### src/rtl/video_timing_pkg.sv
// Purpose: shared 720p60 raster timing constants and counter widths for the video path.
// Latency: n/a (constants only).
// Backpressure: none; the raster free-runs, so downstream consumers can never stall it.
package video_timing_pkg;

  // 1280x720@60 defaults (74.25 MHz pixel clock).
  localparam int DEF_ACTIVE_H = 1280;
  localparam int DEF_H_FRONT  = 110;
  localparam int DEF_H_SYNC   = 40;
  localparam int DEF_H_BACK   = 220;
  localparam int DEF_ACTIVE_V = 720;
  localparam int DEF_V_FRONT  = 5;
  localparam int DEF_V_SYNC   = 5;
  localparam int DEF_V_BACK   = 20;
  localparam int DEF_FPS      = 60;

  // Full period of one raster axis: visible region plus all blanking.
  function automatic int raster_total(input int active, input int front,
                                      input int sync, input int back);
    return active + front + sync + back;
  endfunction

  localparam int TOTAL_H = raster_total(DEF_ACTIVE_H, DEF_H_FRONT, DEF_H_SYNC, DEF_H_BACK);
  localparam int TOTAL_V = raster_total(DEF_ACTIVE_V, DEF_V_FRONT, DEF_V_SYNC, DEF_V_BACK);

  // Widths shared with the downstream delay stages so their BITS track the raster.
  localparam int H_BITS  = $clog2(TOTAL_H);
  localparam int V_BITS  = $clog2(TOTAL_V);
  localparam int FC_BITS = $clog2(DEF_FPS);

endpackage

### src/rtl/wrap_counter.sv
// Purpose: modulus-MOD up counter with synchronous reset, increment enable and wrap flag.
// Latency: count is registered; next_count/wrap are combinational look-ahead of the next edge.
// Backpressure: none; en is a plain enable, not a handshake.
// Ports: clk_in/rst_in clock and sync active-high reset; en advances the count;
//        count current value; next_count value after the coming edge; wrap high when
//        the coming edge takes count from MOD-1 back to 0.
module wrap_counter #(
  parameter int MOD = 2,
  parameter int W   = $clog2(MOD)
) (
  input  logic         clk_in,
  input  logic         rst_in,
  input  logic         en,
  output logic [W-1:0] count,
  output logic [W-1:0] next_count,
  output logic         wrap
);

  localparam logic [W-1:0] LAST = W'(MOD - 1);

  always_comb begin
    wrap       = en && (count == LAST);
    next_count = count;
    if (wrap) begin
      next_count = '0;
    end else if (en) begin
      next_count = count + 1'b1;
    end
  end

  always_ff @(posedge clk_in) begin
    if (rst_in) begin
      count <= '0;
    end else begin
      count <= next_count;
    end
  end

endmodule

### src/rtl/video_sig_gen.sv
// Purpose: raster timing generator (hcount/vcount, syncs, active-draw, new-frame, frame count).
// Latency: all outputs leave one shared register stage; flags always match the counters shown.
// Backpressure: none; free-runs whenever rst_in is low.
// Ports: clk_in pixel clock; rst_in sync active-high reset; hcount_out/vcount_out raster
//        position; hs_out/vs_out active-high syncs; ad_out active-draw; nf_out one-cycle
//        new-frame pulse at the start of vertical blank; fc_out frame count modulo FPS.
module video_sig_gen
  import video_timing_pkg::*;
#(
  parameter int ACTIVE_H = DEF_ACTIVE_H,
  parameter int H_FRONT  = DEF_H_FRONT,
  parameter int H_SYNC   = DEF_H_SYNC,
  parameter int H_BACK   = DEF_H_BACK,
  parameter int ACTIVE_V = DEF_ACTIVE_V,
  parameter int V_FRONT  = DEF_V_FRONT,
  parameter int V_SYNC   = DEF_V_SYNC,
  parameter int V_BACK   = DEF_V_BACK,
  parameter int FPS      = DEF_FPS,
  localparam int TOT_H   = raster_total(ACTIVE_H, H_FRONT, H_SYNC, H_BACK),
  localparam int TOT_V   = raster_total(ACTIVE_V, V_FRONT, V_SYNC, V_BACK),
  localparam int HW      = $clog2(TOT_H),
  localparam int VW      = $clog2(TOT_V),
  localparam int FW      = $clog2(FPS)
) (
  input  logic          clk_in,
  input  logic          rst_in,
  output logic [HW-1:0] hcount_out,
  output logic [VW-1:0] vcount_out,
  output logic          hs_out,
  output logic          vs_out,
  output logic          ad_out,
  output logic          nf_out,
  output logic [FW-1:0] fc_out
);

  localparam logic [HW-1:0] H_ACT_END = HW'(ACTIVE_H);
  localparam logic [HW-1:0] HS_START  = HW'(ACTIVE_H + H_FRONT);
  localparam logic [HW-1:0] HS_END    = HW'(ACTIVE_H + H_FRONT + H_SYNC);
  localparam logic [VW-1:0] V_ACT_END = VW'(ACTIVE_V);
  localparam logic [VW-1:0] VS_START  = VW'(ACTIVE_V + V_FRONT);
  localparam logic [VW-1:0] VS_END    = VW'(ACTIVE_V + V_FRONT + V_SYNC);

  // Cleared by reset; the first edge after release presents (0,0) with its flags
  // instead of advancing, so reset shows all-zero and release shows pixel (0,0).
  logic running;

  logic [HW-1:0] h_cnt, h_next;
  logic [VW-1:0] v_cnt, v_next;
  logic [FW-1:0] fc_cnt, fc_next;
  logic          h_wrap;
  logic          v_wrap_unused;
  logic          fc_wrap_unused;
  logic          hs_next, vs_next, ad_next, nf_next;

  wrap_counter #(.MOD(TOT_H), .W(HW)) u_hcount (
    .clk_in     (clk_in),
    .rst_in     (rst_in),
    .en         (running),
    .count      (h_cnt),
    .next_count (h_next),
    .wrap       (h_wrap)
  );

  wrap_counter #(.MOD(TOT_V), .W(VW)) u_vcount (
    .clk_in     (clk_in),
    .rst_in     (rst_in),
    .en         (h_wrap),
    .count      (v_cnt),
    .next_count (v_next),
    .wrap       (v_wrap_unused)
  );

  // Advancing on nf_next lands the new frame count in the same cycle nf_out rises.
  wrap_counter #(.MOD(FPS), .W(FW)) u_fcount (
    .clk_in     (clk_in),
    .rst_in     (rst_in),
    .en         (nf_next),
    .count      (fc_cnt),
    .next_count (fc_next),
    .wrap       (fc_wrap_unused)
  );

  // Flags are decoded from the look-ahead counts so they register alongside them.
  always_comb begin
    hs_next = (h_next >= HS_START) && (h_next < HS_END);
    vs_next = (v_next >= VS_START) && (v_next < VS_END);
    ad_next = (h_next < H_ACT_END) && (v_next < V_ACT_END);
    nf_next = (h_next == H_ACT_END) && (v_next == V_ACT_END);
  end

  always_ff @(posedge clk_in) begin
    if (rst_in) begin
      running <= 1'b0;
      hs_out  <= 1'b0;
      vs_out  <= 1'b0;
      ad_out  <= 1'b0;
      nf_out  <= 1'b0;
    end else begin
      running <= 1'b1;
      hs_out  <= hs_next;
      vs_out  <= vs_next;
      ad_out  <= ad_next;
      nf_out  <= nf_next;
    end
  end

  assign hcount_out = h_cnt;
  assign vcount_out = v_cnt;
  assign fc_out     = fc_cnt;

endmodule
### config.mk
export PLATFORM = sky130hd
export DESIGN_NAME = video_sig_gen
export DESIGN_NICKNAME = d
export VERILOG_FILES = /design/src/rtl/video_timing_pkg.sv /design/src/rtl/wrap_counter.sv /design/src/rtl/video_sig_gen.sv
export SDC_FILE = /design/constraint.sdc
export NUM_CORES = 1
export LEC_CHECK = 0
export BUFFER_PORTS_ARGS = -buffer_cell sky130_fd_sc_hd__buf_2
export CAP_MARGIN = 20
export CELL_PAD_IN_SITES_DETAIL_PLACEMENT = 0
export CELL_PAD_IN_SITES_GLOBAL_PLACEMENT = 1
export CORE_ASPECT_RATIO = 0.7
export CORE_UTILIZATION = 41
export CTS_CLUSTER_DIAMETER = 200
export DETAILED_ROUTE_END_ITERATION = 7
export GPL_ROUTABILITY_DRIVEN = 0
export GPL_TIMING_DRIVEN = 0
export PLACE_DENSITY = 0.87
export SYNTH_ARGS = -nofsm -noshare
export SYNTH_HDL_FRONTEND = slang
export SYNTH_SLANG_ARGS = --single-unit
### constraint.sdc
create_clock -name clk_in -period 6.48 [get_ports clk_in]
set_input_delay 0.324 -clock clk_in [delete_from_list [all_inputs] [get_ports clk_in]]
set_output_delay 0.324 -clock clk_in [all_outputs]
set_load 0.01 [all_outputs]
==> run summary <==
## Run status
• **status** finished, violations left
• **violations in the final reports** design-rule violations

## STA
• **number of setup violations in the final report** 0
• **setup repair after global routing missed its margin** false
• **transition time of the tightest slew-check pin** 794 ps
• **Hold Violations, Final** 0
• **share of the cycle needed by the critical path after routing** 43.6%
• **final max-slew violation count** 0
• **achievable frequency** 354 MHz
• **final-layout worst hold slack** 240 ps
• **Rel. slew slack** 46.3%
• **final setup skew** 8.11 ps
• **setup TNS** 0 ps
• **final setup slack of the worst path** 3660 ps
• **fin crit period** 2820 ps

## Hold path
• **count of cells along the worst hold path** 2
• **Hold Crit Class** in2reg

## Worst setup path
• **category of the worst setup path launch point** flip-flop
• **maximum net fanout on the critical path** 10
• **R2R Setup Slk** 3660 ps
• **launch point of the critical path** running$_DFF_P_
• **arrival time at the worst endpoint** 3040 ps
• **Critical Setup Path Class** reg2reg
• **Setup crit end** u_fcount.count[0]$_SDFFE_PP0P_
• **reg2reg path depth** 8
• **end of the worst register-to-register path** u_fcount.count[0]$_SDFFE_PP0P_
• **data required time at the worst endpoint** 6700 ps
• **crit end category** flip-flop
• **launch point of the worst reg-to-reg path** running$_DFF_P_

## Place
• **placement-stage cell area** 2180 µm²
• **Final HPWL DP** 3450 µm
• **quantity of I/O buffers inserted on ports** 32
• **worst slack at placement** 3700 ps
• **Cell Count Post-Placement** 339

## Yosys
• **number of flops mapped to enable cells by yosys** 0
• **share of the synthesized netlist area taken by xor and xnor gates** 8.53%
• **top_reg_cell synth** dfxtp_1
• **Post-Syn Area per Cell** 7.75 µm²
• **ranking of synthesized cells by area** dfxtp_1 33%, nor2_1 7.1%, xnor2_1 4.5%
• **proportion of synthesized flip-flops having asynchronous set or reset** 0%
• **Synth Area in Compound Gates** 15.1%
• **cell taking the most area after synthesis** dfxtp_1
• **post-synth top area share** 32.8%
• **synthesized instance count** 252
• **Simple-Gate Fraction of Synth Area** 32.9%
• **synthesized-area fraction occupied by adder cells** 3.21%
• **syn nets** 259
• **sequential cell area fraction in the yosys report** 32.8%
• **count of synthesis-stage warnings from yosys** 0
• **post-synthesis cell type count** 47
• **cell area after synthesis** 1950 µm²
• **multiplexer fraction of the synthesized cell area** 1.67%
• **dominant combinational cell family by area after synthesis** simple AND/OR/NAND/NOR gates
• **flops & latches, synth** 32

## Global routing
• **global-route wire length before repair** 7670 µm
• **initial antenna violation count** 0
• **via count of the first global-routing pass** 1597
• **global router's overall resource usage** 20.0%
• **Congestion Overflow GR** 0
• **pin count of the biggest net entering global routing** 11

## Drt
• **residual DRC count** 2
• **WL final** 4600 µm
• **DR WL/cell** 13.3 µm
• **first-pass detailed-route iteration total** 6
• **final antenna-violating net count** 0
• **number of vias after detailed routing** 1905
• **Iteration-0 DRC Markers** 107
• **vias per cell** 5.51

## Power
• **Max VDD drop** 97.6 µV
• **Final Total Pwr** 0.388 mW
• **power density normalized to cell area** 170 nW/µm²
• **leakage dissipation** 0.894 nW

## Clocking
• **Num Clock Sinks** 32
• **post-cts resize count** 0
• **CTS Buffer Depth** 2
• **Post-CTS Setup Inserts** 0
• **clock tree from TritonCTS** yes
• **clock slew at reported path FFs** 70 ps
• **worst-skew pair later-pin latency** 290 ps
• **hold buffer count at cts** 0
• **number of H-tree levels** 2
• **number of CTS-inserted buffers** 5
• **cell at the root of the clock tree** clkbuf_8

## Finish
• **most common cell after layout, fill and taps aside** nor2_1
• **ratio of cells with drive above 1 in the final layout** 17.5%
• **final instance area** 2280 µm²
• **final design utilization** 51.1%
• **top library cells by usage in the layout, fill and taps aside** 37 x nor2_1, 34 x buf_2, 32 x dfxtp_1, 19 x nand2_1, 17 x a21oi_1
• **number of nets in the final layout** 298
• **area added between synthesis and finish** 16.7%
• **number of diodes added for antenna fixing** 0
• **non-filler cells, final** 346

## Floorplan
• **total die area** 5040 µm²
• **Top-Level Pins** 33
• **core area** 4450 µm²
• **Placement Rows** 20
• **die width** 84.5 µm
• **initial standard-cell utilization of the core** 43.8%
• **die height** 59.7 µm

## Job
• **max-cap violation count** 0

==> layer usage <==
| metal | track usage, % | vias to the layer above | wire (µm) |
|---|---|---|---|
| met2 | 26.9 | 47 | 1740 |
| met3 | 4.42 | 7 | 285 |
| met1 | 29.7 | 869 | 2520 |
| li1 | - | 982 | - |
| met5 | 0 | - | 0 |
| met4 | 10.4 | 0 | 55 |
==> layout make-up <==
cell class / instances / area, µm²
sequential: 32 / 641
tap: 55 / 68.8
inverter: 11 / 41.3
multi-input combinational: 196 / 1200
buffer: 13 / 71.3
clock buffer: 7 / 96.3
fill: 457 / 2180
timing repair buffer: 32 / 160
==> cell usage after synthesis, drive strengths merged, types with 3 or more instances <==
cell    instances
clkbuf          7
nand2          19
nand4          12
ha              5
or4             3
nor2           37
nor3           10
xnor2          10
nand3b          3
nor4            6
a21oi          18
a41o            4
nor2b           3
and4            4
o21ai           9
and2            4
and3            4
a31oi           3
a31o            3
nand3          12
dfxtp          32
inv            11
xor2            9
buf             6
==> report_power, final <==
part / leakage, nW / internal, mW / switching [mW]
registers: 0.259 / 0.199 / 0.00257
clock network: 0.0503 / 0.0945 / 0.0743
logic: 0.584 / 0.00644 / 0.0112
==> worst max-delay path, stage by stage (launching register included) <==
cell      delay (ps)
dfxtp_1          310
clkbuf_1         270
clkbuf_1         420
nand2_1          200
nor4_1           570
mux2_2           440
buf_2            190
a31o_1           220
a21oi_1          120
==> cells by family after synthesis <==
logic type	after synthesis
xor gates and xnor gates	19
and+or+nand+nor	124
AOI/OAI and AO/OA	45
DFF	32
muxes	3
buffers and inverters	24
adders and majority gates	5
==> worst min path at each step <==
stage            from                             to  slack (ps)
6_report       rst_in  u_hcount.count[10]$_SDFF_PP0_         240
5_1_grt        rst_in  u_hcount.count[10]$_SDFF_PP0_         250
4_1_cts        rst_in  u_hcount.count[10]$_SDFF_PP0_         230
3_5_place_dp   rst_in  u_hcount.count[10]$_SDFF_PP0_         540
3_3_place_gp   rst_in  u_hcount.count[10]$_SDFF_PP0_         540
2_1_floorplan  rst_in  u_hcount.count[10]$_SDFF_PP0_         400
==> flip-flops by register name, summed over array words and instances (netlist names) <==
register	cells
ad_out	1
hs_out	1
nf_out	1
running	1
u_fcount.count	6
u_hcount.count	11
u_vcount.count	10
vs_out	1
No activity file was read; power rests on OpenSTA's default activity.
